$ cat config.mk
export PLATFORM = sky130hd
export DESIGN_NAME = booth_datapath_flat
export DESIGN_NICKNAME = d
export VERILOG_FILES = /design/src/rtl/booth_datapath_if.sv /design/src/rtl/booth_datapath.sv /design/src/flat_wrapper.sv
export SDC_FILE = /design/constraint.sdc
export NUM_CORES = 1
export LEC_CHECK = 0
export CORE_ASPECT_RATIO = 0.9
export CORE_MARGIN = 1.5
export CORE_UTILIZATION = 45
export CTS_CLUSTER_SIZE = 25
export DETAILED_ROUTE_END_ITERATION = 7
export PLACE_DENSITY_LB_ADDON = 0.2
export SLEW_MARGIN = 30
export SYNTH_ARGS = -nofsm -noshare
export SYNTH_HDL_FRONTEND = slang
export SYNTH_SLANG_ARGS = --single-unit
export TNS_END_PERCENT = 30
$ cat constraint.sdc
create_clock -name clk -period 5.2 [get_ports clk]
set_input_delay 0.52 -clock clk [delete_from_list [all_inputs] [get_ports clk]]
set_output_delay 0.52 -clock clk [all_outputs]
set_load 0.1 [all_outputs]
$ cat src/rtl/booth_datapath_if.sv
// Control link between the Booth controller and its datapath: control codes
// flow toward the datapath, the Q register and Q-1 bit flow back.
interface booth_datapath_if #(
   parameter int WIDTH = 4
);
   logic             mSignal;
   logic             addSubSignal;
   logic [1:0]       aSignal;
   logic [1:0]       qSignal;
   logic             finished;
   logic [WIDTH-1:0] qReg;
   logic             qNeg;

   modport master (
      output mSignal, addSubSignal, aSignal, qSignal, finished,
      input  qReg, qNeg
   );

   modport slave (
      input  mSignal, addSubSignal, aSignal, qSignal, finished,
      output qReg, qNeg
   );
endinterface

$ cat src/rtl/booth_datapath.sv
// Booth multiplier datapath: A/M/Q/Q-1 registers driven by controller codes,
// with edge-triggered capture of the final {A,Q} product.
module booth_datapath #(
   parameter int WIDTH = 4
) (
   input  logic                 clk,
   input  logic                 reset,
   booth_datapath_if.slave      ctrl,
   input  logic [WIDTH-1:0]     multiplicand,
   input  logic [WIDTH-1:0]     multiplier,
   output logic [2*WIDTH-1:0]   product,
   output logic                 productValid
);

   typedef enum logic [1:0] {
      A_HOLD  = 2'b00,
      A_CLEAR = 2'b01,
      A_LOAD  = 2'b10,
      A_ASR   = 2'b11
   } a_op_e;

   typedef enum logic [1:0] {
      Q_HOLD  = 2'b00,
      Q_LOAD  = 2'b01,
      Q_SHIFT = 2'b10,
      Q_CLEAR = 2'b11
   } q_op_e;

   // A and M carry one guard bit so -2^(W-1) * -2^(W-1) is exact.
   logic [WIDTH:0]   a_r;
   logic [WIDTH:0]   m_r;
   logic [WIDTH:0]   alu;
   logic [WIDTH:0]   a_next;
   logic [WIDTH-1:0] q_r;
   logic [WIDTH-1:0] q_next;
   logic             q_neg_r;
   logic             q_neg_next;
   logic             fin_d;
   logic             capture;

   always_comb begin
      alu = ctrl.addSubSignal ? (a_r - m_r) : (a_r + m_r);
   end

   // A and Q decode independently from pre-edge values; together ASR + shift
   // forms the combined sign-filled shift of {A,Q,Q-1}.
   always_comb begin
      // NOTE: every combinational output gets a default first so no path leaves it unassigned (no latch).
      a_next     = a_r;
      q_next     = q_r;
      q_neg_next = q_neg_r;

      case (a_op_e'(ctrl.aSignal))
         A_CLEAR: a_next = '0;
         A_LOAD:  a_next = alu;
         A_ASR:   a_next = {a_r[WIDTH], a_r[WIDTH:1]};
         default: ;
      endcase

      case (q_op_e'(ctrl.qSignal))
         Q_LOAD: begin
            q_next     = multiplier;
            q_neg_next = 1'b0;
         end
         Q_SHIFT: begin
            q_next     = {a_r[0], q_r[WIDTH-1:1]};
            q_neg_next = q_r[0];
         end
         Q_CLEAR: begin
            q_next     = '0;
            q_neg_next = 1'b0;
         end
         default: ;
      endcase
   end

   assign capture = ctrl.finished & ~fin_d;

   // NOTE: sequential state uses non-blocking assignments so every register samples pre-edge values.
   always_ff @(posedge clk) begin
      if (reset) begin
         a_r          <= '0;
         m_r          <= '0;
         q_r          <= '0;
         q_neg_r      <= 1'b0;
         fin_d        <= 1'b0;
         product      <= '0;
         productValid <= 1'b0;
      end else begin
         a_r          <= a_next;
         q_r          <= q_next;
         q_neg_r      <= q_neg_next;
         fin_d        <= ctrl.finished;
         productValid <= capture;
         if (ctrl.mSignal)
            m_r <= {multiplicand[WIDTH-1], multiplicand};
         if (capture)
            product <= {a_r[WIDTH-1:0], q_r};
      end
   end

   assign ctrl.qReg = q_r;
   assign ctrl.qNeg = q_neg_r;

endmodule

$ cat src/flat_wrapper.sv
// flat-port wrapper written by rule: the top's interface ports become plain ports
module booth_datapath_flat 
#(
   parameter int WIDTH = 4
)
  (clk, reset, multiplicand, multiplier, product, productValid, ctrl_mSignal, ctrl_addSubSignal, ctrl_aSignal, ctrl_qSignal, ctrl_finished, ctrl_qReg, ctrl_qNeg);
  booth_datapath_if #(.WIDTH(WIDTH)) ctrl_i ();
  input  logic clk;
  input  logic reset;
  input  logic [WIDTH-1:0] multiplicand;
  input  logic [WIDTH-1:0] multiplier;
  output logic [2*WIDTH-1:0] product;
  output logic productValid;
  input wire logic [$bits(ctrl_i.mSignal)-1:0] ctrl_mSignal;
  input wire logic [$bits(ctrl_i.addSubSignal)-1:0] ctrl_addSubSignal;
  input wire logic [$bits(ctrl_i.aSignal)-1:0] ctrl_aSignal;
  input wire logic [$bits(ctrl_i.qSignal)-1:0] ctrl_qSignal;
  input wire logic [$bits(ctrl_i.finished)-1:0] ctrl_finished;
  output wire logic [$bits(ctrl_i.qReg)-1:0] ctrl_qReg;
  output wire logic [$bits(ctrl_i.qNeg)-1:0] ctrl_qNeg;
  assign ctrl_i.mSignal = ctrl_mSignal;
  assign ctrl_i.addSubSignal = ctrl_addSubSignal;
  assign ctrl_i.aSignal = ctrl_aSignal;
  assign ctrl_i.qSignal = ctrl_qSignal;
  assign ctrl_i.finished = ctrl_finished;
  assign ctrl_qReg = ctrl_i.qReg;
  assign ctrl_qNeg = ctrl_i.qNeg;
  booth_datapath #(.WIDTH(WIDTH)) u_core (.clk(clk), .reset(reset), .ctrl(ctrl_i), .multiplicand(multiplicand), .multiplier(multiplier), .product(product), .productValid(productValid));
endmodule
==> results.toml, run 1 <==
[status]
status = "complete, no violations"

[timing]
min_period_ns = 2.40
skew_ns = 0.00762
relSlewSlack = 0.351
rsz0062_at_grt = "no"
max_freq_ghz = 0.416
final-hold-violation-count = 0
finalMaxSlewViolations = 0
fin_setup_tns_ns = 0
tightest_slew_ns = 0.970
setup_viol = 0
fin_crit_sh = 0.462

[power_and_ir_drop]
power_frac_clock = 0.305
seq_power_share = 0.452
power_frac_comb = 0.243
p_leak_uw = 0.000614
power.density_mw_per_mm2 = 286
switching_share = 0.288
net-switching-power_uw = 128
p_int_uw = 316
power_uw = 444
ir_worst_vdd_v = 0.000228

[critical_path]
rr_endpoint = "u_core.a_r[4]$_SDFFE_PP0P_"
crit_required_ns = 4.68
r2r_slack_ns = 2.86
cpPeakStageDelay_ns = 1.16
cp_max_fo = 4
critPathArrivalTime_ns = 1.88
crit_family = "buffers and inverters"
reg2reg_depth = 9
critPathLaunchType = "flip-flop"
crit_chain = "clkdlybuf4s50_1"
criticalPathCategory = "reg -> out"
reg2reg_from = "u_core.m_r[1]$_SDFFE_PP0P_"
crit_buf_inv = 1
crit_path_end_kind = "output port"
slowest_stage = "clkdlybuf4s50_1"

[min_path]
hold_start = "u_core.fin_d$_SDFF_PP0_"
holdPathEnd = "u_core.productValid$_SDFF_PP0_"
min_path_type = "reg -> reg"
holdPathStages = 1

[floorplan]
die_area_mm2 = 0.00296
num_rows = 17
ioPinCount = 31
dieHeight_um = 51.8
core_mm2 = 0.00249
start_util = 0.478
die_w_um = 57.2

[finish]
n_antenna_cell = 0
multi_input_area_um2 = 653
drive_gt1_frac = 0.0479
nets = 194
syn_to_final_growth_pct = 30.4
layout_commonest_cell = "clkdlybuf4s50_1"
regArea_um2 = 480
final_cell_area_mm2 = 0.00155
finalNonFillerCells = 195
layout_common_cells = "30 x clkdlybuf4s50_1, 24 x dfxtp_1, 19 x nor2_1, 19 x nand2_1, 17 x a21oi_1"
fillers = 226

[placed_design]
portBuffers = 30
globalplace.congestion = 0.757
post-place-cells = 191
place_area_mm2 = 0.00150
dp_hpwl_um = 1880

[grt]
grt_pass1_vias = 941
grt_pass1_wl_um = 4020
globalRouteOverflowTotal = 0
grt.busiest_layer = "met2"
gr-usage-met1 = 0.215
grt_max_degree = 24
antenna_found_initial = 0
use_met3 = 0.0299
grtUsageTotal = 0.175
grt.met2_usage = 0.316

[route]
wirelength_um = 2410
num_vias = 1021
drt_iter0_markers = 29
drcViolationCount = 0
routed_via_density = 5.24
dr.pass1.iters = 4
ant_nets = 0
wl_per_cell_um = 12.3

[clock_network]
cts_setup_buffers = 0
clockBufferDepth = 2
cts_resized = 0
clock_latency_ns = 0.31
clock-sinks = 24
hold_buffers = 0
root_buffer = "clkbuf_4"
cts_max_level = 1
tritoncts = "built"
numCtsBuffers = 3
clk_pin_slew_worst_paths_ns = 0.14

[synthesis]
seq_area_frac_synth = 0.404
yosys.area.top_type_share = 0.404
synth_fp_nets = 166
yosys-top-cells-area = "dfxtp_1 40%, ha_1 8.4%, mux2i_1 8.4%, a21oi_1 7.2%, nand2_1 6.0%"
syn_area_mm2 = 0.00119
synthCells = 140
syn_avg_cell_area_um2 = 8.50
yosysTopAreaCell = "dfxtp_1"
yosys_warnings = 0
synth_seq_cells = 24
synth_cell_type_count = 25

[job]
cap_violations = 0
[cell families after synthesis]
logic type | after synthesis | share of synthesized area
AND/OR/NAND/NOR | 49 | 0.177
AO/OA/AOI/OAI | 27 | 0.138
flip-flops | 24 | 0.404
buffers and inverters | 15 | 0.0473
multiplexers | 11 | 0.0967
adder cells (fa/ha/maj) | 9 | 0.101
XOR/XNOR | 5 | 0.0368
[power by group through the flow]
stage / Sequential [uW] / Clock [uW] / Combinational (uW)
floorplan: 225 / 0 / 55.8
global placement: 204 / 0 / 104
detailed placement: 205 / 0 / 108
CTS: 200 / 136 / 109
global route: 202 / 145 / 118
finish: 201 / 135 / 108
[per-layer routing]
layer  share of wire  vias up
met1            0.47      482
li1                -      511
met2            0.48       26
met3           0.042        2
met4          0.0058        0
met5               0        -
[metrics by stage]
step / worst slack (ns) / utilization / hold slack (ns)
2_1_floorplan: 3.08 / - / 0.406
3_3_place_gp: 2.58 / 0.602 / 0.423
3_5_place_dp: 2.48 / 0.602 / 0.432
4_1_cts: 2.78 / 0.623 / 0.450
5_1_grt: 2.70 / 0.623 / 0.470
6_report: 2.80 / 0.623 / 0.456
[registers in the layout, indices dropped and copies added (netlist names)]
signal	cells
u_core.a_r	5
u_core.ctrl.qNeg	1
u_core.ctrl.qReg	4
u_core.fin_d	1
u_core.m_r	4
u_core.product	8
u_core.productValid	1
[cells in the mapped netlist]
library cell / count
a211oi_1: 1
a21o_1: 2
a21oi_1: 17
a21oi_2: 2
a221o_1: 1
a22oi_1: 2
buf_1: 2
clkbuf_1: 5
dfxtp_1: 24
fa_1: 1
ha_1: 8
inv_1: 8
mux2_4: 1
mux2i_1: 10
nand2_1: 19
nand2b_1: 2
nand3b_1: 1
nor2_1: 19
nor2b_1: 5
nor3_1: 2
o21ai_0: 1
o21ai_2: 1
or2_1: 1
xnor2_1: 3
xor2_1: 2
[worst max path at each step]
stage	endpoint	slack (ns)	cells past startpoint	start
CTS	ctrl_qReg[2]	2.78	1	u_core.ctrl.qReg[2]$_SDFFE_PP0P_
global route	u_core.a_r[4]$_SDFFE_PP0P_	2.70	8	ctrl_addSubSignal
floorplan	u_core.a_r[4]$_SDFFE_PP0P_	3.08	9	u_core.m_r[0]$_SDFFE_PP0P_
global placement	u_core.a_r[4]$_SDFFE_PP0P_	2.58	8	ctrl_addSubSignal
finish	ctrl_qReg[2]	2.80	1	u_core.ctrl.qReg[2]$_SDFFE_PP0P_
detailed placement	u_core.a_r[4]$_SDFFE_PP0P_	2.48	8	ctrl_addSubSignal
[final cells by class]
cell class                      count  area share
Clock buffer                        3      0.0145
Clock inverter                      1      0.0194
Inverter                            8      0.0194
Multi-Input combinational cell    101       0.421
Sequential cell                    24       0.310
Tap cell                           28      0.0226
Timing Repair Buffer               30       0.194
Power figures use the tool's default switching activity.
==> inputs of run 2 (changes only) <==
CORE_UTILIZATION = 43   (was 45)
clock period = 1.99 ns   (was 5.2 ns; I/O delays follow)
==> run 2 against run 1 <==
Against the previous run:
- the run now ends with setup timing left
- count of clock-buffer cells in the layout unchanged
- register-to-register slack got worse by 2.9 ns
- utilization increased by 1.7 points
- power grew to 2.7 times the previous value
- cell count rose by 4.6%
- first-iteration DRC count up 17%
- die area up 4.4%
- via count up 0.59%
- critical path depth up 8
- sequential power increased to 2.6 times the previous value
- global-route usage fell by 0.055 points
- routed wire length grew 4.7%
==> results.toml, run 2 (same netlist as run 1, synthesis figures left out) <==
[finish]
final_util = 0.641
layout_common_cells = "23 x buf_4, 22 x dfxtp_1, 19 x nand2_1, 18 x nor2_1, 17 x a21oi_1"
n_antenna_cell = 0
fillers = 220
top_register = "u_core.product"
largest_reg_flops = 8
nets = 203
syn_to_final_growth_pct = 36.3
reg_top3 = "u_core.product: 8 flops, u_core.a_r: 5 flops"
drive_gt1_frac = 0.227
finalNonFillerCells = 204
layout_commonest_cell = "buf_4"

[floorplan]
die_area_mm2 = 0.00309
start_util = 0.470
num_rows = 17
die_w_um = 58.5
dieHeight_um = 52.9
ioPinCount = 31
core_mm2 = 0.00253

[timing]
final-hold-violation-count = 0
fin_ws_ns = -0.0641
rsz0062_at_grt = "yes"
min_period_ns = 2.05
setup_viol = 1
fin_setup_tns_ns = -0.0641
relSlewSlack = 0.647
max_freq_ghz = 0.487
skew_ns = 0.00670
tightest_slew_ns = 0.528
finalMaxSlewViolations = 0
fin_crit_sh = 1.03

[critical_path]
crit_start = "u_core.m_r[1]$_SDFFE_PP0P_"
reg2reg_from = "u_core.m_r[1]$_SDFFE_PP0P_"
reg2reg_depth = 9
crit_required_ns = 2.24
crit_buf_inv = 1
crit_chain = "inv_2, ha_4, mux2i_4, fa_2, a21o_1, a21oi_2, xnor2_1, mux2_4, a21oi_2"
slowest_stage = "dfxtp_2"
cp_num_cells = 9
criticalPathCategory = "reg -> reg"
crit_top_cell = "a21oi_2"
cp_max_fo = 2
crit_path_end_kind = "flip-flop"
crit_family = "adder cells"
critPathArrivalTime_ns = 2.31
cpPeakStageDelay_ns = 0.36
critPathLaunchType = "flip-flop"

[route]
dr.pass1.iters = 4
drt_iter0_markers = 34
wl_per_cell_um = 12.3
wirelength_um = 2520
drcViolationCount = 0
ant_nets = 0
routed_via_density = 5.03
num_vias = 1027

[grt]
grtUsageTotal = 0.175
grt_pass1_wl_um = 4060
globalRouteOverflowTotal = 0
antenna_found_initial = 0
grt_max_degree = 15
grt_pass1_vias = 928

[clock_network]
clockBufferDepth = 2
tritoncts = "built"
numCtsBuffers = 3
root_buffer = "clkbuf_4"
clock_latency_ns = 0.32
cts_max_level = 1
clock-sinks = 24
hold_buffers = 0
clk_pin_slew_worst_paths_ns = 0.13

[power_and_ir_drop]
p_int_uw = 859
power_frac_comb = 0.273
ir_worst_vdd_v = 0.000341
switching_share = 0.285
p_leak_uw = 0.000685
seq_power_share = 0.436
power_frac_clock = 0.291
net-switching-power_uw = 342
power.density_mw_per_mm2 = 741

[status]
status = "complete, but fails checks"
failed_checks = "setup timing"

[min_path]
hold_start = "u_core.fin_d$_SDFF_PP0_"
min_path_type = "reg -> reg"
holdPathStages = 1

[placed_design]
portBuffers = 30
post-place-cells = 197
dp_hpwl_um = 1900
globalplace.congestion = 0.730

[job]
cap_violations = 0
run 2: cell types whose count changed in the layout (fill, tap and decap cells not counted), moves of 2 or more:
cell / before / now
buf_4: 0 / 23
clkdlybuf4s50_1: 30 / 16
dfxtp_1: 24 / 22
dfxtp_2: 0 / 2
inv_1: 8 / 6
inv_2: 0 / 2
run 2: layer usage:
layer,vias up,global-route usage,share of wire
met2,26,0.315,0.51
met5,-,0,0
met4,0,0.0465,0.0091
li1,530,-,-
met3,5,0.0440,0.046
met1,466,0.205,0.44
run 2: through the flow:
stage / setup slack, ns / hold slack (ns) / instance area, um^2 / power, uW
after floorplan: 0.00446 / 0.277 / 1190 / 735
after global placement: -0.190 / 0.419 / 1510 / 823
after detailed placement: -0.239 / 0.428 / 1510 / 832
after CTS: -0.0787 / 0.446 / 1610 / 1200
after global routing: -0.154 / 0.463 / 1620 / 1260
final: -0.0641 / 0.444 / 1620 / 1200
run 2: final timing paths:
check                                   endpoint  slack (ns)
setup / recovery      u_core.a_r[4]$_SDFFE_PP0P_       -0.06
hold / removal    u_core.productValid$_SDFF_PP0_        0.44
setup reg to reg      u_core.a_r[4]$_SDFFE_PP0P_       -0.06
hold reg to reg   u_core.productValid$_SDFF_PP0_        0.44
run 2: power groups by stage:
stage	Sequential [uW]	Combinational, uW	Clock (uW)
after floorplan	588	146	0
after global placement	532	291	0
after detailed placement	533	299	0
after CTS	523	322	357
after global routing	526	353	377
final	524	328	350
run 2: cell type report:
cell class	instances	area [um^2]	area share
multi-input combinational	101	688	0.424
sequential	24	483	0.298
timing repair buffer	39	333	0.205
tap	28	35.0	0.0216
clock inverter	1	30.0	0.0185
inverter	8	30.0	0.0185
clock buffer	3	22.5	0.0139
run 2: repair_timing:
action	CTS	global route
gates resized for setup	6	1
buffers inserted	3	1
pin swaps	12	6
endpoints found under the setup margin	1	2
